===== config.mk =====
export PLATFORM = sky130hd
export DESIGN_NAME = game_sprite_motion
export DESIGN_NICKNAME = d
export VERILOG_FILES = /design/src/rtl/game_sprite_motion.sv
export SDC_FILE = /design/constraint.sdc
export NUM_CORES = 1
export LEC_CHECK = 0
export ABC_AREA = 1
export BUFFER_PORTS_ARGS = -buffer_cell sky130_fd_sc_hd__buf_2
export CAP_MARGIN = 20
export CORE_ASPECT_RATIO = 1.5
export CORE_MARGIN = 2
export CORE_UTILIZATION = 35
export DETAILED_ROUTE_END_ITERATION = 8
export PLACE_DENSITY = 0.68
export SLEW_MARGIN = 10
export SYNTH_ARGS = -nofsm -noshare
export SYNTH_HDL_FRONTEND = slang
export SYNTH_SLANG_ARGS = --single-unit

===== constraint.sdc =====
create_clock -name clk -period 1.65 [get_ports clk]
set_input_delay 0.0825 -clock clk [delete_from_list [all_inputs] [get_ports clk]]
set_output_delay 0.0825 -clock clk [all_outputs]
set_load 0.005 [all_outputs]

===== src/rtl/game_sprite_motion.sv =====
// game_sprite_motion: per-sprite position/velocity register with frame-divided
// motion stepping, on-screen flag and raster hit test.
// Optional build macro: GAME_SPRITE_HIT_REG_EN -- when defined, sprite_hit is
// registered (one cycle behind pixel_x/pixel_y); otherwise it is combinational.
module game_sprite_motion #(
  parameter int unsigned X_WIDTH    = 10,
  parameter int unsigned Y_WIDTH    = 10,
  parameter int unsigned D_WIDTH    = 4,
  parameter logic [X_WIDTH-1:0] START_X = '0,
  parameter logic [Y_WIDTH-1:0] START_Y = '0,
  parameter logic signed [D_WIDTH-1:0] START_DX = 1,
  parameter logic signed [D_WIDTH-1:0] START_DY = 0,
  parameter int unsigned SPRITE_W   = 8,
  parameter int unsigned SPRITE_H   = 8,
  parameter int unsigned SCREEN_W   = 640,
  parameter int unsigned SCREEN_H   = 480,
  parameter int unsigned UPDATE_DIV = 2
) (
  input  logic               clk,
  input  logic               reset,
  input  logic               frame_strobe,
  input  logic [X_WIDTH-1:0] pixel_x,
  input  logic [Y_WIDTH-1:0] pixel_y,
  input  logic               write_xy,
  input  logic               write_dxy,
  input  logic               enable_update,
  output logic [X_WIDTH-1:0] sprite_x,
  output logic [Y_WIDTH-1:0] sprite_y,
  output logic               within_screen,
  output logic               sprite_hit
);

  // Frame counter needs at least one bit even when every frame steps.
  localparam int unsigned FCNT_W = (UPDATE_DIV > 1) ? $clog2(UPDATE_DIV) : 1;
  localparam logic [FCNT_W-1:0] FCNT_LAST = FCNT_W'(UPDATE_DIV - 1);
  localparam int unsigned X_LIM = SCREEN_W - SPRITE_W;
  localparam int unsigned Y_LIM = SCREEN_H - SPRITE_H;

  logic [X_WIDTH-1:0]        x_r, x_nxt;
  logic [Y_WIDTH-1:0]        y_r, y_nxt;
  logic signed [D_WIDTH-1:0] dx_r, dx_nxt;
  logic signed [D_WIDTH-1:0] dy_r, dy_nxt;
  logic [FCNT_W-1:0]         fcnt_r, fcnt_nxt;
  logic                      within_r, within_nxt;
  logic                      step_c;
  logic [X_WIDTH-1:0]        dx_ext_c;
  logic [Y_WIDTH-1:0]        dy_ext_c;
  logic [X_WIDTH:0]          x_end_c;
  logic [Y_WIDTH:0]          y_end_c;
  logic                      hit_c;

  // Next-state: position load beats step; velocity load never blocks a step.
  always_comb begin
    x_nxt      = x_r;
    y_nxt      = y_r;
    dx_nxt     = dx_r;
    dy_nxt     = dy_r;
    fcnt_nxt   = fcnt_r;
    dx_ext_c   = X_WIDTH'(dx_r);
    dy_ext_c   = Y_WIDTH'(dy_r);
    step_c     = frame_strobe & enable_update & ~write_xy & (fcnt_r == FCNT_LAST);
    within_nxt = (32'(x_r) <= X_LIM) && (32'(y_r) <= Y_LIM);

    if (write_dxy) begin
      dx_nxt = START_DX;
      dy_nxt = START_DY;
    end

    if (write_xy) begin
      x_nxt    = START_X;
      y_nxt    = START_Y;
      fcnt_nxt = '0;
    end else if (!enable_update) begin
      fcnt_nxt = '0;
    end else if (step_c) begin
      x_nxt    = x_r + dx_ext_c;
      y_nxt    = y_r + dy_ext_c;
      fcnt_nxt = '0;
    end else if (frame_strobe) begin
      fcnt_nxt = fcnt_r + FCNT_W'(1);
    end
  end

  // State registers with asynchronous reset; velocity starts at rest.
  always_ff @(posedge clk or posedge reset) begin
    if (reset) begin
      x_r      <= START_X;
      y_r      <= START_Y;
      dx_r     <= '0;
      dy_r     <= '0;
      fcnt_r   <= '0;
      within_r <= 1'b1;
    end else begin
      x_r      <= x_nxt;
      y_r      <= y_nxt;
      dx_r     <= dx_nxt;
      dy_r     <= dy_nxt;
      fcnt_r   <= fcnt_nxt;
      within_r <= within_nxt;
    end
  end

  // Box test; end bounds carry an extra bit so the right/bottom edge never wraps.
  always_comb begin
    x_end_c = {1'b0, x_r} + (X_WIDTH+1)'(SPRITE_W);
    y_end_c = {1'b0, y_r} + (Y_WIDTH+1)'(SPRITE_H);
    hit_c   = (pixel_x >= x_r) && ({1'b0, pixel_x} < x_end_c) &&
              (pixel_y >= y_r) && ({1'b0, pixel_y} < y_end_c);
  end

`ifdef GAME_SPRITE_HIT_REG_EN
  logic hit_r;

  // Registered hit: one cycle behind the raster position.
  always_ff @(posedge clk or posedge reset) begin
    if (reset) hit_r <= 1'b0;
    else       hit_r <= hit_c;
  end

  assign sprite_hit = hit_r;
`else
  assign sprite_hit = hit_c;
`endif

  assign sprite_x      = x_r;
  assign sprite_y      = y_r;
  assign within_screen = within_r;

endmodule


==> impl_metrics.csv, run 1 <==
group,metric,value,unit
outcome,status,"complete, but fails checks",
outcome,violations,"setup timing",
yosys,syn_inst,182,
yosys,synthDistinctLibCells,26,
yosys,synth_seq_cells,13,
grt,grt_max_degree,14,
clock_network,cts.sinks,13,
routing,drt-total-wl,3160,um
timing,hold_viol,0,
floorplan,die_h,78.6,um
place,post-place-cells,282,
setup_path,worstPathArrival,1.97,ns
yosys,seq_area_frac_synth,25.2,%
power,power_per_cell_area,404,nW/um^2
clock_network,numCtsBuffers,3,
yosys,synth_area,1300,um^2
cells_and_area,insertedDiodeCount,0,
cells_and_area,synthToLayoutAreaGrowth,38.0,%
routing,viasPerCell,4.72,
cells_and_area,layout.cells.non_filler,291,
timing,slew-limit-headroom,66.1,%
timing,finalCriticalPeriod,2.05,ns
hold_path,hold_end,"dx_r[0]",
cells_and_area,drive_gt1_share,34.3,%
power,p_total,0.724,mW
routing,drt_pre_antenna_iters,4,
setup_path,r2r_cells,7,
timing,setup_viol,1,
floorplan,die-area,4220,um^2
floorplan,fp-row-count,27,
timing,rsz0062_at_grt,"true",
setup_path,r2r_end,"sprite_x[4]",
yosys,synth_top_cell_area_share,23.1,%
clock_network,tritoncts,"built",
clock_network,cts.htree.levels,1,
setup_path,rrSetupSlack,0.17,ns
setup_path,slowest_delay,0.40,ns
hold_path,hp-class,"input port to register",
grt,grt_util_all_layers,16.1,%
yosys,synthTopCellsByArea,"dfrtp_1, ha_1, nand2_1",
floorplan,pin_count,48,
clock_network,cts.path.max_buffers,2,
floorplan,coreArea,3610,um^2
yosys,avgSynthCellArea,7.13,um^2
grt,antenna_found_initial,0,
routing,detail_route.drc_violations,0,
setup_path,worstPathCellList,"nand2_2, nor2_4, nand2_1, xor2_1, ha_1, buf_4, nand2_1, nand3b_1, a21oi_1, nor2_1, buf_2",
floorplan,initial_core_util,35.9,%
clock_network,path_clk_slew,0.06,ns
routing,vias,1374,
setup_path,cp-start-kind,"register",
cells_and_area,final_common_cell,"nand2_1",
grt,grt_pass1_wl,5130,um
setup_path,critPathKind,"register to output port",
clock_network,clock_latency,0.24,ns
place,gp_congestion,0.845,
grt,overflow,0,
yosys,yosysTopAreaCell,"dfrtp_1",
cells_and_area,finalNetCount,295,
setup_path,cp_data_required_time,1.57,ns
place,dpl.hpwl,2710,um
routing,wl_per_cell,10.9,um
grt,first_global_vias,1302,
setup_path,cp_max_fo,4,
place,dpl_worst_slack,-0.191,ns
hold_path,hp-start,"write_dxy",
setup_path,end_kind,"output port",
timing,max_freq,487,MHz
hold_path,hold_depth,2,
cells_and_area,most-common-layout-cells,"nand2_1, buf_2, buf_4",
setup_path,slowest_stage,"dfrtp_1",
clock_network,ctsRootBufferMaster,"clkbuf_8",
setup_path,r2r-start,"sprite_x[0]",
routing,drt_first_iter_violations,21,
timing,finalClockSkew,0.00159,ns
floorplan,dieWidth,53.7,um
place,portBuffers,34,
timing,worst_pin_slew,0.507,ns
yosys,yosys_warnings,0,
timing,finalCritPeriodShare,124,%
setup_path,crit_path_frequent_cell,"nand2_1",
timing,timing.final.ws_setup,-0.401,ns
routing,ant_nets,0,
timing,slew_violations,0,
power,ir_drop,0.590,mV
power,p_leak,0.963,nW
run,maxCapViolCount,0,
==> logic make-up (layout without fill, tap and decap cells) <==
family,count (synthesis),in the layout,synth area share (%)
AO/OA/AOI/OAI,29,29,12.4
XOR/XNOR,3,3,2.03
adder cells (fa/ha/maj),20,20,19.3
buffers and inverters,38,95,13.9
flip-flops,13,13,25.2
other,1,10,0.289
AND/OR/NAND/NOR,78,78,26.9
==> layer usage <==
metal,share of wire [%],global-route usage (%)
met5,0,0
met4,1.9,6.41
met3,3.6,1.33
met2,55,30.5
met1,39,17.1
==> power by group <==
part / internal, mW / switching [mW]
Combinational: 0.0547 / 0.0683
Clock: 0.170 / 0.108
Sequential: 0.321 / 0.00139
Total: 0.546 / 0.178
==> worst max-delay path, delay by kind of cell, from the launching register on <==
| family | cells | cell delay, ns |
|---|---|---|
| buffers and inverters | 2 | 0.22 |
| AND/OR/NAND/NOR | 6 | 0.53 |
| flip-flops | 1 | 0.40 |
| XOR/XNOR | 1 | 0.14 |
| AO/OA/AOI/OAI | 1 | 0.13 |
| adder cells (fa/ha/maj) | 1 | 0.31 |
==> synthesized netlist by cell type, drive strengths merged <==
library cell  instances
a21o                  2
a21oi                10
a31oi                 2
buf                  10
conb                  1
dfrtp                12
dfstp                 1
ha                   20
inv                  28
nand2                42
nand3                11
nand3b                1
nand4                 2
nor2                 20
nor3                  1
o21ai                11
o22ai                 4
or2                   1
xnor2                 1
xor2                  2
==> worst max path at each step <==
| stage | from | endpoint | slack, ns |
|---|---|---|---|
| after floorplan | sprite_x[3] | sprite_hit | -0.10 |
| after global placement | sprite_x[4] | sprite_hit | -0.15 |
| after detailed placement | sprite_x[4] | sprite_hit | -0.19 |
| after CTS | sprite_x[4] | sprite_hit | -0.40 |
| after global routing | sprite_x[5] | sprite_hit | -0.53 |
| final | sprite_x[5] | sprite_hit | -0.40 |
==> layout make-up <==
| cell class | instances | area (um^2) |
|---|---|---|
| Fill cell | 391 | 1820 |
| Multi-Input combinational cell | 140 | 867 |
| Sequential cell | 13 | 329 |
| Timing Repair Buffer | 63 | 390 |
| Inverter | 28 | 105 |
| Tap cell | 43 | 53.8 |
| Clock buffer | 4 | 45.0 |
==> state kept, by name, indices dropped and copies added, names as in the netlist <==
register / cells
dx_r: 1
within_screen: 1
fcnt_r: 1
sprite_x: 10
==> stage by stage <==
| stage | instance area, um^2 | util (%) | hold WS, ns | TNS, ns |
|---|---|---|---|---|
| floorplan | 1360 | - | -0.0414 | -0.104 |
| global placement | 1690 | 46.6 | 0.139 | -0.155 |
| detailed placement | 1690 | 46.6 | 0.144 | -0.191 |
| CTS | 1760 | 48.6 | 0.0279 | -0.399 |
| global route | 1790 | 49.5 | 0.0185 | -0.534 |
| finish | 1790 | 49.5 | 0.0302 | -0.401 |
==> timing repair <==
action / 4_1_cts / 5_1_grt
pin swaps: 9 / 7
hold buffers: 1 / 0
endpoints found under the setup margin: 1 / 1
gates resized for setup: 2 / 4
buffers inserted: 1 / 3
hold endpoints to repair: 12 / 0
Note: power is estimated with default switching activity, not from simulation.
==> run 2: changes to the inputs <==
- PLACE_DENSITY: 0.68 -> not set
- PLACE_DENSITY_LB_ADDON: not set -> 0.2
==> run 2 against run 1 <==
Compared with the run above:
- the run still ends with setup timing left
- global-route usage increased by 1.3 points
- first-iteration DRC count grew 19%
- critical path depth up 2
- critical path type unchanged
- sequential power about the same
- largest cell class unchanged
- setup slack got worse by 0.019 ns
- wire length is 4.0% higher
- sequential cell count did not move
- worst hold slack lost 0.0086 ns
==> impl_metrics.csv, run 2 (synthesized netlist as in run 1, its figures left out) <==
group,metric,value,unit
routing,drt_pre_antenna_iters,4,
place,dpl_worst_slack,-0.199,ns
grt,first_global_vias,1246,
timing,slew_violations,0,
setup_path,rrSetupSlack,0.17,ns
clock_network,path_clk_slew,0.05,ns
grt,grt_max_degree,14,
grt,antenna_found_initial,0,
setup_path,cp_max_fo,3,
setup_path,r2r-start,"sprite_x[0]",
setup_path,slowest_delay,0.42,ns
floorplan,dieWidth,53.7,um
timing,hold_viol,0,
outcome,violations,"setup timing",
setup_path,cp-start-kind,"register",
floorplan,die-area,4220,um^2
setup_path,end_kind,"output port",
cells_and_area,most-common-layout-cells,"nand2_1, buf_2, inv_1, buf_4, ha_1",
cells_and_area,finalNetCount,292,
run,maxCapViolCount,0,
floorplan,coreArea,3610,um^2
place,portBuffers,34,
floorplan,fp-row-count,27,
setup_path,worstPathArrival,1.99,ns
cells_and_area,largest_reg_flops,10,
outcome,status,"complete, but fails checks",
setup_path,crit_end,"sprite_hit",
hold_path,hp-class,"input port to register",
timing,rsz0062_at_grt,"true",
floorplan,die_h,78.6,um
routing,viasPerCell,4.62,
floorplan,initial_core_util,35.9,%
setup_path,critPathKind,"register to output port",
setup_path,slowest_stage,"dfrtp_2",
setup_path,r2r_cells,7,
cells_and_area,final_area,1760,um^2
routing,vias,1330,
clock_network,cts.sinks,13,
setup_path,r2r_end,"sprite_x[4]",
timing,slew-limit-headroom,65.9,%
place,dpl.hpwl,2750,um
timing,timing.final.ws_setup,-0.420,ns
clock_network,numCtsBuffers,3,
floorplan,pin_count,48,
power,ir_drop,0.558,mV
routing,wl_per_cell,11.4,um
cells_and_area,final_common_cell,"nand2_1",
clock_network,clock_latency,0.25,ns
clock_network,ctsRootBufferMaster,"clkbuf_8",
setup_path,worstPathCellList,"ha_4, nand2_4, inv_2, nand2_4, nor2_4, xor2_1, ha_1, nand2_1, nand2_1, a21oi_2, nand2_1, nor2_1, buf_2",
power,power_per_cell_area,417,nW/um^2
setup_path,crit_path_frequent_cell,"nand2_1",
routing,detail_route.drc_violations,0,
grt,grt_util_all_layers,17.4,%
place,gp_congestion,0.812,
timing,finalClockSkew,0.00302,ns
routing,ant_nets,0,
timing,finalCritPeriodShare,125,%
grt,grt_pass1_wl,5490,um
timing,max_freq,483,MHz
routing,drt-total-wl,3290,um
grt,overflow,0,
timing,worst_pin_slew,0.511,ns
setup_path,crit_start,"sprite_x[4]",
timing,whs,0.0215,ns
routing,drt_first_iter_violations,25,
cells_and_area,drive_gt1_share,32.7,%
timing,setup_viol,1,
clock_network,cts.path.max_buffers,2,
place,placed_cell_area,1690,um^2
cells_and_area,insertedDiodeCount,0,
clock_network,cts.htree.levels,1,
power,p_leak,0.944,nW
setup_path,cp_data_required_time,1.57,ns
cells_and_area,fin_util,48.6,%
cells_and_area,synthToLayoutAreaGrowth,35.3,%
clock_network,tritoncts,"built",
timing,finalCriticalPeriod,2.07,ns
-- run 2: how the worst min path moves through the flow --
stage | startpoint | end | slack (ns) | cells past startpoint
5_1_grt | write_dxy | dx_r[0] | 0.03 | 2
3_5_place_dp | reset | sprite_x[8] | 0.14 | 2
3_3_place_gp | reset | sprite_x[9] | 0.14 | 2
2_1_floorplan | reset | dx_r[0] | -0.04 | 1
6_report | write_dxy | dx_r[0] | 0.02 | 2
4_1_cts | write_dxy | dx_r[0] | 0.02 | 2
-- run 2: power by group --
| group | internal (mW) | leakage (nW) | switching (mW) |
|---|---|---|---|
| clock network | 0.171 | 0.0228 | 0.117 |
| logic | 0.0531 | 0.752 | 0.0680 |
| registers | 0.321 | 0.169 | 0.00138 |
-- run 2: final cells by class --
class	instances	area [um^2]
Fill cell	396	1860
Multi-Input combinational cell	140	855
Timing Repair Buffer	60	368
Sequential cell	13	329
Inverter	28	105
Tap cell	43	53.8
Clock buffer	4	45.0
-- run 2: critical path, delay by kind of cell, from the launching register on --
kind,cells,cell delay (ns)
XOR/XNOR,1,0.14
AND/OR/NAND/NOR,7,0.43
flip-flops,1,0.42
adder cells (fa/ha/maj),2,0.45
AO/OA/AOI/OAI,1,0.13
buffers and inverters,2,0.15
-- run 2: through the flow --
step	power [mW]	cells	setup TNS, ns
6_report	0.732	288	-0.420
5_1_grt	0.778	288	-0.593
4_1_cts	0.735	288	-0.418
3_5_place_dp	0.448	282	-0.199
3_3_place_gp	0.447	282	-0.174
2_1_floorplan	0.416	191	-0.104
-- run 2: repair_timing --
item / CTS / global route
gates resized for setup: 1 / 2
buffers inserted: 1 / 0
endpoints found under the setup margin: 1 / 1
pin swaps: 11 / 0
hold buffers: 1 / 0
endpoints found under the hold margin: 12 / 0
-- run 2: routing by layer --
| layer | global-route usage [%] | routed length (um) | vias to the layer above |
|---|---|---|---|
| met4 | 6.15 | 65 | 0 |
| li1 | - | - | 698 |
| met5 | 0 | 0 | - |
| met3 | 1.14 | 122 | 7 |
| met1 | 21.3 | 1370 | 595 |
| met2 | 30.7 | 1730 | 30 |
==> run 3: changes to the inputs <==
- ABC_AREA: 1 -> not set
==> run 3 against run 2 <==
Compared with the run above:
- sequential power is essentially flat
- first-iteration DRC count shrank 28%
- cell count shrank 18%
- combinational power is essentially flat
- count of clock-buffer cells in the layout is the same
- via count shrank 19%
- sequential share of layout area grew 0.60 points
- largest power group unchanged
- the flow still finishes with violations (setup timing)
- sequential cell count is the same
- largest cell class unchanged
- clock power shrank 5%
- core utilization grew 2.4 points
- synthesized cell count shrank 26%
- setup slack lost 0.11 ns
==> impl_metrics.csv, run 3 <==
group,metric,value,unit
setup_path,cp_data_required_time,1.57,ns
routing,drt_pre_antenna_iters,3,
floorplan,fp-row-count,26,
yosys,synthTopCellsByArea,"dfrtp_1, ha_1, xnor2_1",
yosys,avgSynthCellArea,8.91,um^2
run,maxCapViolCount,0,
clock_network,clock_latency,0.23,ns
yosys,yosysMostFrequentCell,"ha_1",
cells_and_area,largest_reg_flops,10,
timing,finalCritPeriodShare,132,%
routing,drt_first_iter_violations,18,
setup_path,critPathKind,"register to output port",
outcome,status,"complete, but fails checks",
timing,rsz0062_at_grt,"true",
outcome,violations,"setup timing",
grt,antenna_found_initial,0,
yosys,synth_edf_count,0,
place,portBuffers,34,
grt,first_global_vias,1114,
floorplan,initial_core_util,35.9,%
yosys,yosysTopAreaCell,"dfrtp_1",
timing,slew-limit-headroom,65.8,%
timing,setup_viol,1,
power,p_leak,0.814,nW
setup_path,end_kind,"output port",
cells_and_area,num-fill-cells,324,
floorplan,dieWidth,51.9,um
floorplan,die_h,75.8,um
hold_path,hp-class,"input port to register",
place,post-place-cells,232,
floorplan,coreArea,3350,um^2
yosys,yosys_warnings,0,
clock_network,tritoncts,"built",
place,dpl.hpwl,2410,um
routing,detail_route.drc_violations,0,
place,gp_congestion,0.754,
power,power_per_cell_area,419,nW/um^2
yosys,synth_top_cell_area_share,25.0,%
routing,vias,1077,
cells_and_area,final_common_cell,"buf_2",
yosys,synthDistinctLibCells,34,
clock_network,path_clk_slew,0.05,ns
timing,finalCriticalPeriod,2.18,ns
floorplan,pin_count,48,
power,ir_drop,0.516,mV
timing,timing.final.ws_setup,-0.533,ns
routing,wl_per_cell,11.7,um
power,p_total,0.716,mW
cells_and_area,multi_input_area,867,um^2
cells_and_area,insertedDiodeCount,0,
grt,overflow,0,
cells_and_area,synthToLayoutAreaGrowth,42.0,%
routing,ant_nets,0,
yosys,synth_area,1200,um^2
yosys,ys_async_sr_fraction,100,%
yosys,synth-main-ff-cell,"dfrtp_1",
cells_and_area,most-common-layout-cells,"buf_2, buf_4, ha_1",
cells_and_area,finalNetCount,242,
timing,hold_viol,0,
timing,max_freq,458,MHz
yosys,seq_area_frac_synth,27.2,%
place,dpl_worst_slack,-0.479,ns
timing,finalClockSkew,0.00104,ns
clock_network,cts.sinks,13,
cells_and_area,drive_gt1_share,40.5,%
floorplan,die-area,3930,um^2
cells_and_area,ff_latch_area,330,um^2
timing,slew_violations,0,
setup_path,worstPathArrival,2.10,ns
clock_network,cts.htree.levels,1,
clock_network,ctsRootBufferMaster,"clkbuf_8",
clock_network,cts.path.max_buffers,2,
yosys,netlist_top_cells_count,"ha_1, nor2_1, inv_1",
grt,grt_max_degree,14,
timing,worst_pin_slew,0.513,ns
routing,drt-total-wl,2760,um
setup_path,cp_max_fo,5,
yosys,syn_inst,135,
clock_network,numCtsBuffers,3,
yosys,synth_seq_cells,13,
setup_path,cp-start-kind,"register",
cells_and_area,layout.cells.non_filler,237,
grt,grt_util_all_layers,15.8,%
grt,grt_pass1_wl,4650,um
routing,viasPerCell,4.54,
==> run 3: changes by cell type in the layout (fill, tap and decap cells not counted), moves of 4 or more <==
cell     before  now
inv_1        25   14
nand2_1      38    3
nand3_1       9    2
o21ai_0      10    2
o22ai_1       4    0
xnor2_1       1   11
==> run 3: cells by family after synthesis <==
group	count (synthesis)	share of synthesized area [%]
AND/OR/NAND/NOR	41	18.9
buffers and inverters	26	11.9
adder cells (fa/ha/maj)	20	20.8
AO/OA/AOI/OAI	20	10.6
XOR/XNOR	13	9.47
flip-flops	13	27.2
other	1	0.312
multiplexers	1	0.832
==> run 3: power breakdown <==
| group | switching (mW) | internal, mW | leakage, nW |
|---|---|---|---|
| registers | 0.00128 | 0.321 | 0.167 |
| logic | 0.0633 | 0.0560 | 0.624 |
| clock network | 0.104 | 0.170 | 0.0228 |
| total | 0.169 | 0.547 | 0.814 |
==> run 3: path summary, 6_finish.rpt <==
path                        startpoint            end  slack (ns)  depth (start not counted)
hold reg to reg            sprite_x[8]  within_screen        0.49                          1
hold / removal               write_dxy        dx_r[0]        0.03                          2
setup reg to reg           sprite_x[0]    sprite_x[6]        0.10                          7
min in group asynchronous        reset    sprite_x[9]        0.42                          3
max in group asynchronous        reset    sprite_x[5]        0.86                          3
setup / recovery           sprite_x[4]     sprite_hit       -0.53                          9
==> run 3: cell type report <==
| class | count | share of cell area (%) |
|---|---|---|
| multi-input combinational | 105 | 50.8 |
| timing repair buffer | 59 | 21.1 |
| sequential | 13 | 19.3 |
| inverter | 14 | 3.08 |
| tap | 42 | 3.08 |
| clock buffer | 4 | 2.64 |
==> run 3: through the flow <==
| step | hold slack (ns) | instance area (um^2) | setup TNS (ns) | utilization (%) |
|---|---|---|---|---|
| 6_report | 0.0333 | 1710 | -0.533 | 51.0 |
| 5_1_grt | 0.0359 | 1710 | -0.719 | 51.0 |
| 4_1_cts | 0.0318 | 1670 | -0.575 | 49.8 |
| 3_5_place_dp | 0.137 | 1580 | -0.479 | 47.1 |
| 3_3_place_gp | 0.130 | 1580 | -0.444 | 47.1 |
| 2_1_floorplan | -0.0414 | 1260 | -0.194 | - |
==> run 3: repair_timing <==
item	4_1_cts	5_1_grt
gates cloned	0	0
endpoints found under the hold margin	12	0
endpoints found under the setup margin	1	2
pin swaps	7	5
setup buffers	0	1
resized for setup	8	8
hold buffers	1	0
==> run 3: layer usage <==
layer / wire (um) / global-route usage [%]
met1: 1100 / 16.7
met2: 1570 / 32.2
met3: 88 / 1.37
met4: 8 / 4.39
met5: 0 / 0
==> run 3: critical path, stage by stage, from the launching register on <==
cell and delay (ns):
dfrtp_2 0.44, ha_4 0.19, xnor2_2 0.13, ha_1 0.30, nand2_2 0.11, a2111oi_4 0.04, a2111oi_2 0.28, o2111ai_1 0.13
a21oi_1 0.12, buf_2 0.12
